$ cat src/rtl/awgn_ctrl.sv
// Burst controller for a Gaussian noise core: seeds and warms the core, then
// streams its samples through a small FIFO, counting samples lost to back-pressure.
module awgn_ctrl #(
  parameter int WARMUP     = 20,
  parameter int FIFO_DEPTH = 4
) (
  input  logic         clk,
  input  logic         rst,
  input  logic         start,
  input  logic         stop,
  input  logic [15:0]  burst_len,
  input  logic [191:0] cfg_seed,
  output logic         core_rst_n,
  output logic [191:0] urng_seed,
  input  logic [15:0]  core_sample,
  output logic         m_valid,
  input  logic         m_ready,
  output logic [15:0]  m_data,
  output logic         busy,
  output logic         done,
  output logic [15:0]  drop_cnt
);

  localparam int DATA_W = 16;
  localparam int PW     = $clog2(FIFO_DEPTH);
  localparam int CW     = PW + 1;
  localparam int WW     = $clog2(WARMUP + 2) + 1;

  typedef enum logic [2:0] {
    S_IDLE, S_SEED, S_WARMUP, S_STREAM, S_DRAIN, S_DONE
  } state_t;

  state_t              state;
  logic [WW-1:0]       wcnt;
  logic [15:0]         len_q;
  logic [15:0]         gen_cnt;
  logic [DATA_W-1:0]   mem [FIFO_DEPTH];
  logic [PW-1:0]       wr_ptr;
  logic [PW-1:0]       rd_ptr;
  logic [CW-1:0]       fill;
  logic                pop;
  logic                full;
  logic                push;
  logic                drop;
  logic                last;

  assign m_valid = (fill != '0);
  assign m_data  = m_valid ? mem[rd_ptr] : '0;
  assign pop     = m_valid && m_ready;
  assign full    = (fill == CW'(FIFO_DEPTH));
  // A simultaneous pop frees a slot, so a full FIFO still accepts the push.
  assign push    = (state == S_STREAM) && (!full || pop);
  assign drop    = (state == S_STREAM) && !push;
  assign last    = (len_q != '0) && (({1'b0, gen_cnt} + 17'd1) == {1'b0, len_q});

  always_ff @(posedge clk) begin
    if (push) mem[wr_ptr] <= core_sample;
  end

  always_ff @(posedge clk or posedge rst) begin
    if (rst) begin
      wr_ptr <= '0;
      rd_ptr <= '0;
      fill   <= '0;
    end else begin
      if (push) wr_ptr <= wr_ptr + PW'(1);
      if (pop)  rd_ptr <= rd_ptr + PW'(1);
      fill <= fill + CW'(push) - CW'(pop);
    end
  end

  always_ff @(posedge clk or posedge rst) begin
    if (rst) begin
      state      <= S_IDLE;
      wcnt       <= '0;
      len_q      <= '0;
      gen_cnt    <= '0;
      drop_cnt   <= '0;
      urng_seed  <= '0;
      core_rst_n <= 1'b0;
      busy       <= 1'b0;
      done       <= 1'b0;
    end else begin
      done <= 1'b0;
      if (drop && drop_cnt != 16'hFFFF) drop_cnt <= drop_cnt + 16'd1;
      unique case (state)
        S_IDLE: begin
          if (start) begin
            state      <= S_SEED;
            len_q      <= burst_len;
            urng_seed  <= cfg_seed;
            drop_cnt   <= '0;
            gen_cnt    <= '0;
            wcnt       <= '0;
            core_rst_n <= 1'b0;
            busy       <= 1'b1;
          end
        end
        S_SEED: begin
          if (wcnt == WW'(1)) begin
            state      <= S_WARMUP;
            wcnt       <= '0;
            core_rst_n <= 1'b1;
          end else begin
            wcnt <= wcnt + WW'(1);
          end
        end
        S_WARMUP: begin
          if (wcnt == WW'(WARMUP - 1)) begin
            state <= S_STREAM;
            wcnt  <= '0;
          end else begin
            wcnt <= wcnt + WW'(1);
          end
        end
        S_STREAM: begin
          gen_cnt <= gen_cnt + 16'd1;
          if (last || stop) state <= S_DRAIN;
        end
        S_DRAIN: begin
          if (fill == '0 || (fill == CW'(1) && pop)) begin
            state <= S_DONE;
            done  <= 1'b1;
          end
        end
        S_DONE: begin
          state <= S_IDLE;
          busy  <= 1'b0;
        end
        default: state <= S_IDLE;
      endcase
    end
  end

endmodule

$ cat config.mk
export PLATFORM = sky130hd
export DESIGN_NAME = awgn_ctrl
export DESIGN_NICKNAME = d
export VERILOG_FILES = /design/src/rtl/awgn_ctrl.sv
export SDC_FILE = /design/constraint.sdc
export NUM_CORES = 1
export LEC_CHECK = 0
export BUFFER_PORTS_ARGS = -buffer_cell sky130_fd_sc_hd__buf_2
export CORE_UTILIZATION = 39
export CTS_CLUSTER_DIAMETER = 200
export CTS_CLUSTER_SIZE = 25
export DETAILED_ROUTE_END_ITERATION = 8
export HOLD_SLACK_MARGIN = 0.02
export PLACE_DENSITY = 0.67
export SETUP_SLACK_MARGIN = 0.3
export SKIP_LAST_GASP = 1
export SYNTH_ARGS = -nofsm -noshare
export SYNTH_HDL_FRONTEND = slang
export SYNTH_SLANG_ARGS = --single-unit
$ cat constraint.sdc
create_clock -name clk -period 9.21 [get_ports clk]
set_input_delay 2.763 -clock clk [delete_from_list [all_inputs] [get_ports clk]]
set_output_delay 2.763 -clock clk [all_outputs]
set_load 0.005 [all_outputs]
-- After elaboration in Yosys (flattened, before gate mapping)
Memory sizes are Yosys's and may differ from the RTL's.
Cells that the tools add are included.
- bits in registers: 259
- memory bits (writable): 64
- output and inout port bits: 228
- memories: 1
- add/sub/neg operators: 8
- equal/unequal tests: 16
- mux-type cells: 25
- reduce and logical (&&, ||, !) cells: 25
- memories (memory ; words ; bits a word ; read ports ; clocked after Yosys merged registers in ; wr ports ; line ; text):
    mem ; 4 ; 16 ; 1 ; 0 ; 1 ; 37 ; logic [DATA_W-1:0] mem [FIFO_DEPTH];
- operators by type and width (operator ; count):
    $mux 16 ; 5
    $add 16x1->16 const B ; 2
    $pmux 16 s2 ; 1
    $mux 6 ; 3
    $pmux 6 s3 ; 1
    $add 16x1->17 const B ; 1
    $eq 17x16->1 ; 1
    $ne 16x16->1 const B ; 1
    $reduce_bool 16->1 ; 1
    $mux 3 ; 5
    $pmux 3 s5 ; 1
    $eq 3x3->1 const B ; 3
    $ne 2x2->1 const B ; 4
    $reduce_and 2->1 ; 4
    $mux 1 ; 7
    $add 6x1->6 const B ; 1
    $eq 3x1->1 const B ; 2
    $eq 3x2->1 const B ; 2
    $eq 6x1->1 const B ; 1
    $eq 6x5->1 const B ; 1
    $logic_and 1x1->1 ; 6
    $logic_not 3->1 ; 2
    $reduce_bool 2->1 ; 3
    $reduce_bool 3->1 ; 2
    9 further kinds ; 14

-- Longest topological paths before layout
Gate-level depths: netlist of run 1.
- depth after elaboration: 10
- depth in mapped cells: 13

-- Worst setup path before layout of run 1
OpenSTA, ideal clock, no wires.
- kind: input -> register
- start: input m_ready
- end: register fill[2]
- data arrival time: 4.346 ns
- data required time: 9.087 ns
- slack: 4.742 ns
- stages on the path: 10
- path buffers: 0
- path through: nor4b_1 -> nor2_1 -> inv_1 -> ha_1 -> inv_1 -> ha_1 -> inv_1 -> fa_1 -> xnor2_1 -> xnor2_1
- word-level cells in the longest chain between the ends: 5
- RTL lines (element ; line ; text):
    start: declaration ; 17 ; input logic m_ready,
    $logic_and 1x1->1 (*) ; 49 ; assign pop = m_valid && m_ready;
    $logic_or 1x1->1 ; 52 ; assign push = (state == S_STREAM) && (!full || pop);
    $logic_and 1x1->1 ; 52 ;
    $add 3x1->3 ; 68 ; fill <= fill + CW'(push) - CW'(pop);
    $sub 3x1->3 (*) ; 68 ;
    end signal: assignment ; 68 ;
    end: declaration ; 40 ; logic [CW-1:0] fill;
Every way passes the cells marked *; elsewhere a longest branch is shown, timed or not.
A chain may end at the register's enable or synchronous reset.

-- Worst setup path in the final report of run 1
- start: register rd_ptr[0]
- end: output m_data[14]
- word-level cells in the longest chain between the ends: 2
- RTL lines (element ; line ; text):
    start: declaration ; 39 ; logic [PW-1:0] rd_ptr;
    start signal: assignment ; 67 ; if (pop) rd_ptr <= rd_ptr + PW'(1);
    $mem_v2 4x16 ; - ;
    $mux 16 ; 48 ; assign m_data = m_valid ? mem[rd_ptr] : '0;
    end: declaration ; 18 ; output logic [15:0] m_data,
Every way passes these cells.

==> run metrics, run 1 <==
status=complete, no violations; Rel. slew slack=0.0317; initial DRC count=675; RSZ-0062 raised after global routing=no; synthesis-to-finish area growth=22.4%; fmax=191 MHz; TritonCTS clock tree=built; Worst-Margin Slew=1.45 ns; Worst Skew=0.0236 ns; PwrDens=300 nW/um^2; crit end category=output port; CP Max Fanout=18; RD Place Congestion=0.919; syn nets=1,607; vias in the first global route=10,508; number of synthesized flops with an enable pin=64; antenna violations before repair=22; largest cells by area after synthesis=dfrtp_1 48%, nand2_1 18%, edfxtp_1 14%, mux4_2 2.7%, o21ai_0 1.6%; CTS HTree Levels=1; Via Count=10,806; Clk Latency, worst-skew pair=0.52 ns; most frequent cell after synthesis=nand2_1; FF-to-FF End=fill[2]; #FFs+latches synth=323; hold path depth=2; Critical Path RT=6.45 ns; placed cells=2,206; Routed WL=39.0 mm; Avg Cell Area, Syn=9.90 sq um; nets=2,016; Fin. Hold Viols=0; initial core utilization=0.400; Critical Path AT=2.47 ns; All-Layer GR Usage=0.216; P_leak=8.57 nW; hold buffers post-CTS=0; Reg area=8400 sq um; half-perimeter wire length after placement=28.2 mm; Crit Reg-Reg Startpoint=state[0]; Mapped Area=13,500 sq um; Ys Warns=0; DIE HEIGHT=188 microns; HP Class=flip-flop to flip-flop; Worst setup startpoint=rd_ptr[0]; Synth top area share=0.479; Die Footprint=35,400 sq um; area taken by multi-input logic gates=4710 sq um; count of mapped cells out of synthesis=1,367; crit path capture=m_data[14]; IR drop worst, VDD=0.183 mV; DRC errors left=0; CORE AREA=33,900 sq um; vias per cell=4.83; Clock transition at path regs=0.10 ns; Root Driver=clkbuf_16; post-synthesis async set-or-reset flop share=0.802; grt ovf=0; Slew Viols, Final=0; I/O pins=457; Clock Tree Buf Depth=3; row count=67; slowest library cell on the worst path=dfrtp_1; Final ANT Viol Nets=0; FF-to-FF path depth=10; post_cts resized=0; clk sinks=323; fin crit period=5.24 ns; Setup crit start kind=flip-flop; first-pass GRT wire length=59.9 mm; max incr delay on CP=1.06 ns; Filler Cell Count=3,310; post-CTS setup buffers=0; Die Span X=188 microns; Synth area leader=dfrtp_1; final period utilization=0.568; maxcap violations=0; Routed wire per std cell=17.4 microns; Post-synth top flop=dfrtp_1; Synth cell types=61; CTS Buf Count=16; largest net degree at the start of global routing=227; final setup violation count=0; share of cells above drive strength 1=0.287; TNS Setup=0 ns; drt pass-1 iters=4; Setup Crit Path Kind=flip-flop to output port; sequential share of the synthesized area=0.621; setup slack, reg-to-reg=5.89 ns; Post-synth top cells=658 x nand2_1, 259 x dfrtp_1, 64 x edfxtp_1; Port Buffers=456; final std cells w/o fill=2,238; crit-path cells=mux4_2 -> and2_1 -> buf_2
worst max-delay path, delay by kind of cell, from the launching register on:
| kind | cells | cell delay (ns) |
|---|---|---|
| buffers and inverters | 1 | 0.12 |
| DFF | 1 | 1.06 |
| muxes | 1 | 0.60 |
| and+or+nand+nor | 1 | 0.17 |
power breakdown:
part	switching [mW]	leakage, nW	internal, mW
Clock	0.458	0.221	0.348
Combinational	1.06	4.51	0.786
Sequential	0.354	3.84	1.97
Total	1.87	8.57	3.10
layout make-up:
class,count,share of cell area
inverter,16,0.00385
tap,448,0.0338
antenna,10,0.00151
timing repair buffer,461,0.142
multi-input combinational,958,0.285
sequential,323,0.507
clock buffer,22,0.0274
stage by stage:
stage	setup slack (ns)	hold slack [ns]	util	cell area [sq um]	total power [mW]
floorplan	3.03	0.460	-	13500	3.33
global placement	4.41	0.452	0.475	16100	4.16
detailed placement	4.34	0.457	0.475	16100	4.22
CTS	3.84	0.481	0.488	16500	5.04
global route	3.74	0.496	0.489	16600	5.33
finish	3.97	0.476	0.489	16600	4.97
routing by layer:
metal | global-route usage | vias to the layer above | routed length [microns]
li1 | - | 5227 | -
met1 | 0.268 | 5149 | 15600
met2 | 0.355 | 319 | 18700
met3 | 0.0620 | 89 | 2880
met4 | 0.0854 | 22 | 1630
met5 | 0 | - | 143
placed cells by master (no fill, tap or decap), types with 7 or more instances in the layout:
master and count:
a21oi_1 18, and2_1 24, buf_2 456, clkbuf_16 17
dfrtp_1 259, diode_2 10, edfxtp_1 64, ha_1 10
inv_1 15, mux4_2 16, nand2_1 658, nand3_1 15
nand4_1 12, nor2_1 39, nor3_1 8, o21ai_0 42
o31ai_1 7, or3_1 8, xnor2_1 23, xor2_1 7
state kept, by name (all words and copies together) (netlist names):
signal      flops
wr_ptr          2
drop_cnt       16
busy            1
state           3
urng_seed     192
done            1
mem            64
gen_cnt        16
wcnt            6
core_rst_n      1
fill            3
rd_ptr          2
len_q          16
cells by family after synthesis:
| group | after synthesis | synth area share |
|---|---|---|
| AOI/OAI and AO/OA | 93 | 0.0424 |
| DFF | 323 | 0.621 |
| and+or+nand+nor | 804 | 0.245 |
| xor gates and xnor gates | 30 | 0.0194 |
| muxes | 20 | 0.0296 |
| adders and majority gates | 11 | 0.0107 |
| buffers and inverters | 86 | 0.0314 |
how the worst min path moves through the flow:
stage,startpoint,slack (ns),endpoint
after global routing,urng_seed[24],0.50,urng_seed[24]
after floorplan,fill[2],0.46,fill[2]
after detailed placement,urng_seed[176],0.46,urng_seed[176]
final,urng_seed[15],0.48,urng_seed[15]
after global placement,urng_seed[117],0.45,urng_seed[117]
after CTS,urng_seed[81],0.48,urng_seed[81]
Note: power is estimated with default switching activity, not from simulation.
==> run 2, diff against run 1 <==
--- a/config.mk
+++ b/config.mk
@@ -11,7 +11,6 @@
 export CTS_CLUSTER_SIZE = 25
 export DETAILED_ROUTE_END_ITERATION = 8
 export HOLD_SLACK_MARGIN = 0.02
-export PLACE_DENSITY = 0.67
 export SETUP_SLACK_MARGIN = 0.3
 export SKIP_LAST_GASP = 1
 export SYNTH_ARGS = -nofsm -noshare
==> constraint.sdc (replaced) <==
create_clock -name clk -period 5.3 [get_ports clk]
set_input_delay 1.59 -clock clk [delete_from_list [all_inputs] [get_ports clk]]
set_output_delay 1.59 -clock clk [all_outputs]
set_load 0.005 [all_outputs]
==> run 2 against run 1 <==
  * Power grew 73%
  * Count of clock-buffer cells in the layout unchanged
  * Clock skew decreased by 0.014 ns
  * Die area stayed put
  * Sequential share of layout area decreased by 0.15 points
  * Via count fell by 1.1%
  * Global-route usage about the same
  * Cell count unchanged
  * Worst setup slack worse by 2.7 ns
  * Highest routed layer unchanged
==> run metrics, run 2 (synthesized netlist as in run 1, its figures left out) <==
post-CTS setup buffers=0 (unchanged); hold endpoint=urng_seed[56] (was urng_seed[15]); drt pass-1 iters=5 (was 4); Slew Viols, Final=0 (unchanged); FF-to-FF End=state[0] (was fill[2]); fin crit period=4.07 ns; Fin Hold WS=0.477 ns (was 0.476 ns); Worst-Margin Slew=1.08 ns (was 1.45 ns); TritonCTS clock tree=built (unchanged); biggest regs=urng_seed (192), mem (64) (unchanged); Clock transition at path regs=0.10 ns (about the same); IR drop worst, VDD=0.277 mV (was 0.183 mV); Crit Reg-Reg Startpoint=gen_cnt[0] (was state[0]); Clock Tree Buf Depth=3 (unchanged); Routed wire per std cell=17.1 microns (was 17.4 microns); Fin. Hold Viols=0 (unchanged); M2 GR Usage=0.362 (was 0.355); half-perimeter wire length after placement=27.7 mm (was 28.2 mm); gr busiest metal=met2 (unchanged); maxcap violations=0 (unchanged); RSZ-0062 raised after global routing=no (unchanged); Via Count=10,683 (was 10,806); final period utilization=0.768; RD Place Congestion=0.862 (was 0.919); vias in the first global route=10,517 (was 10,508); DIE HEIGHT=188 microns (unchanged); Final ANT Viol Nets=0 (unchanged); first-pass GRT wire length=59.9 mm (about the same); post_cts resized=0 (unchanged); Die Footprint=35,400 sq um (unchanged); P_leak=8.61 nW (was 8.57 nW); Critical Path AT=2.48 ns (was 2.47 ns); antenna violations before repair=15 (was 22); Clk Latency, worst-skew pair=0.52 ns (about the same); TNS Setup=0 ns (unchanged); Final WS setup=1.23 ns (was 3.97 ns); share of cells above drive strength 1=0.289 (was 0.287); PwrDens=518 nW/um^2 (was 300 nW/um^2); clk sinks=323 (unchanged); max FFs per register=192 (unchanged); Routed WL=38.4 mm (was 39.0 mm); largest net degree at the start of global routing=163 (was 227); CTS Buf Count=16 (unchanged); Port Buffers=456 (unchanged); met3 Use GR=0.0572 (was 0.0620); Layout Utilization=0.491 (was 0.489); initial DRC count=607 (was 675); row count=67 (unchanged); fmax=246 MHz; FF-to-FF path depth=7 (was 10); CTS HTree Levels=1 (unchanged); initial core utilization=0.400 (unchanged); hold buffers post-CTS=0 (unchanged); commonest non-fill, non-tap cells in the layout=658 x nand2_1, 456 x buf_2, 259 x dfrtp_1 (unchanged); Rel. slew slack=0.279 (was 0.0317); synthesis-to-finish area growth=22.8% (was 22.4%); Worst Hold Launch=urng_seed[56] (was urng_seed[15]); Critical Path RT=3.71 ns (was 6.45 ns); CP Max Fanout=18 (unchanged); I/O pins=457 (unchanged); Setup Crit Path Kind=flip-flop to output port (unchanged); Worst Skew=0.00963 ns (was 0.0236 ns); Die Span X=188 microns (unchanged); Tot Pwr=8.61 mW (was 4.97 mW); commonest non-fill, non-tap cell in the layout=nand2_1 (unchanged); Root Driver=clkbuf_16 (unchanged); grt ovf=0 (unchanged); Place WS=1.71 ns (was 4.34 ns); nets=2,021 (was 2,016); crit end category=output port (unchanged); Biggest register=urng_seed (unchanged); DRC errors left=0 (unchanged); grt met1 use=0.267 (was 0.268); setup slack, reg-to-reg=2.62 ns (was 5.89 ns); vias per cell=4.77 (was 4.83); All-Layer GR Usage=0.216 (about the same); status=complete, no violations (unchanged); HP Class=flip-flop to flip-flop (unchanged); final setup violation count=0 (unchanged); Setup crit start kind=flip-flop (unchanged); hold path depth=2 (unchanged); CORE AREA=33,900 sq um (unchanged)
[run 2: per-layer routing]
layer,vias up,part of all wire
li1,5227,-
met1,5070,0.40
met2,293,0.49
met3,77,0.067
met4,16,0.038
met5,-,0.0024
[run 2: critical path, cell delays in order (launching register included)]
cell,delay (ns)
dfrtp_1,1.07
mux4_2,0.59
and2_1,0.18
buf_2,0.13
[run 2: how the worst max path moves through the flow]
stage,from,endpoint,slack [ns],cells past startpoint
6_report,rd_ptr[0],m_data[14],1.23,3
2_1_floorplan,rst,busy,0.30,1
4_1_cts,rd_ptr[0],m_data[14],1.14,3
3_3_place_gp,rd_ptr[0],m_data[14],1.73,3
5_1_grt,rd_ptr[0],m_data[8],1.00,3
3_5_place_dp,rd_ptr[0],m_data[14],1.71,3
[run 2: cell type report]
cell class	instances	area (sq um)
clock buffer	22	454
sequential	323	8400
fill	3257	17300
tap	448	561
inverter	16	63.8
timing repair buffer	466	2410
antenna	5	12.5
multi-input combinational	958	4710
[run 2: through the flow]
stage / instance area, sq um / instances
finish: 16600 / 2238
floorplan: 13500 / 1367
detailed placement: 16100 / 2211
global route: 16600 / 2236
CTS: 16600 / 2233
global placement: 16100 / 2211
[run 2: report_power, final]
part	internal (mW)	switching, mW	leakage (nW)
registers	3.42	0.602	3.84
clock network	0.604	0.791	0.221
logic	1.38	1.82	4.55
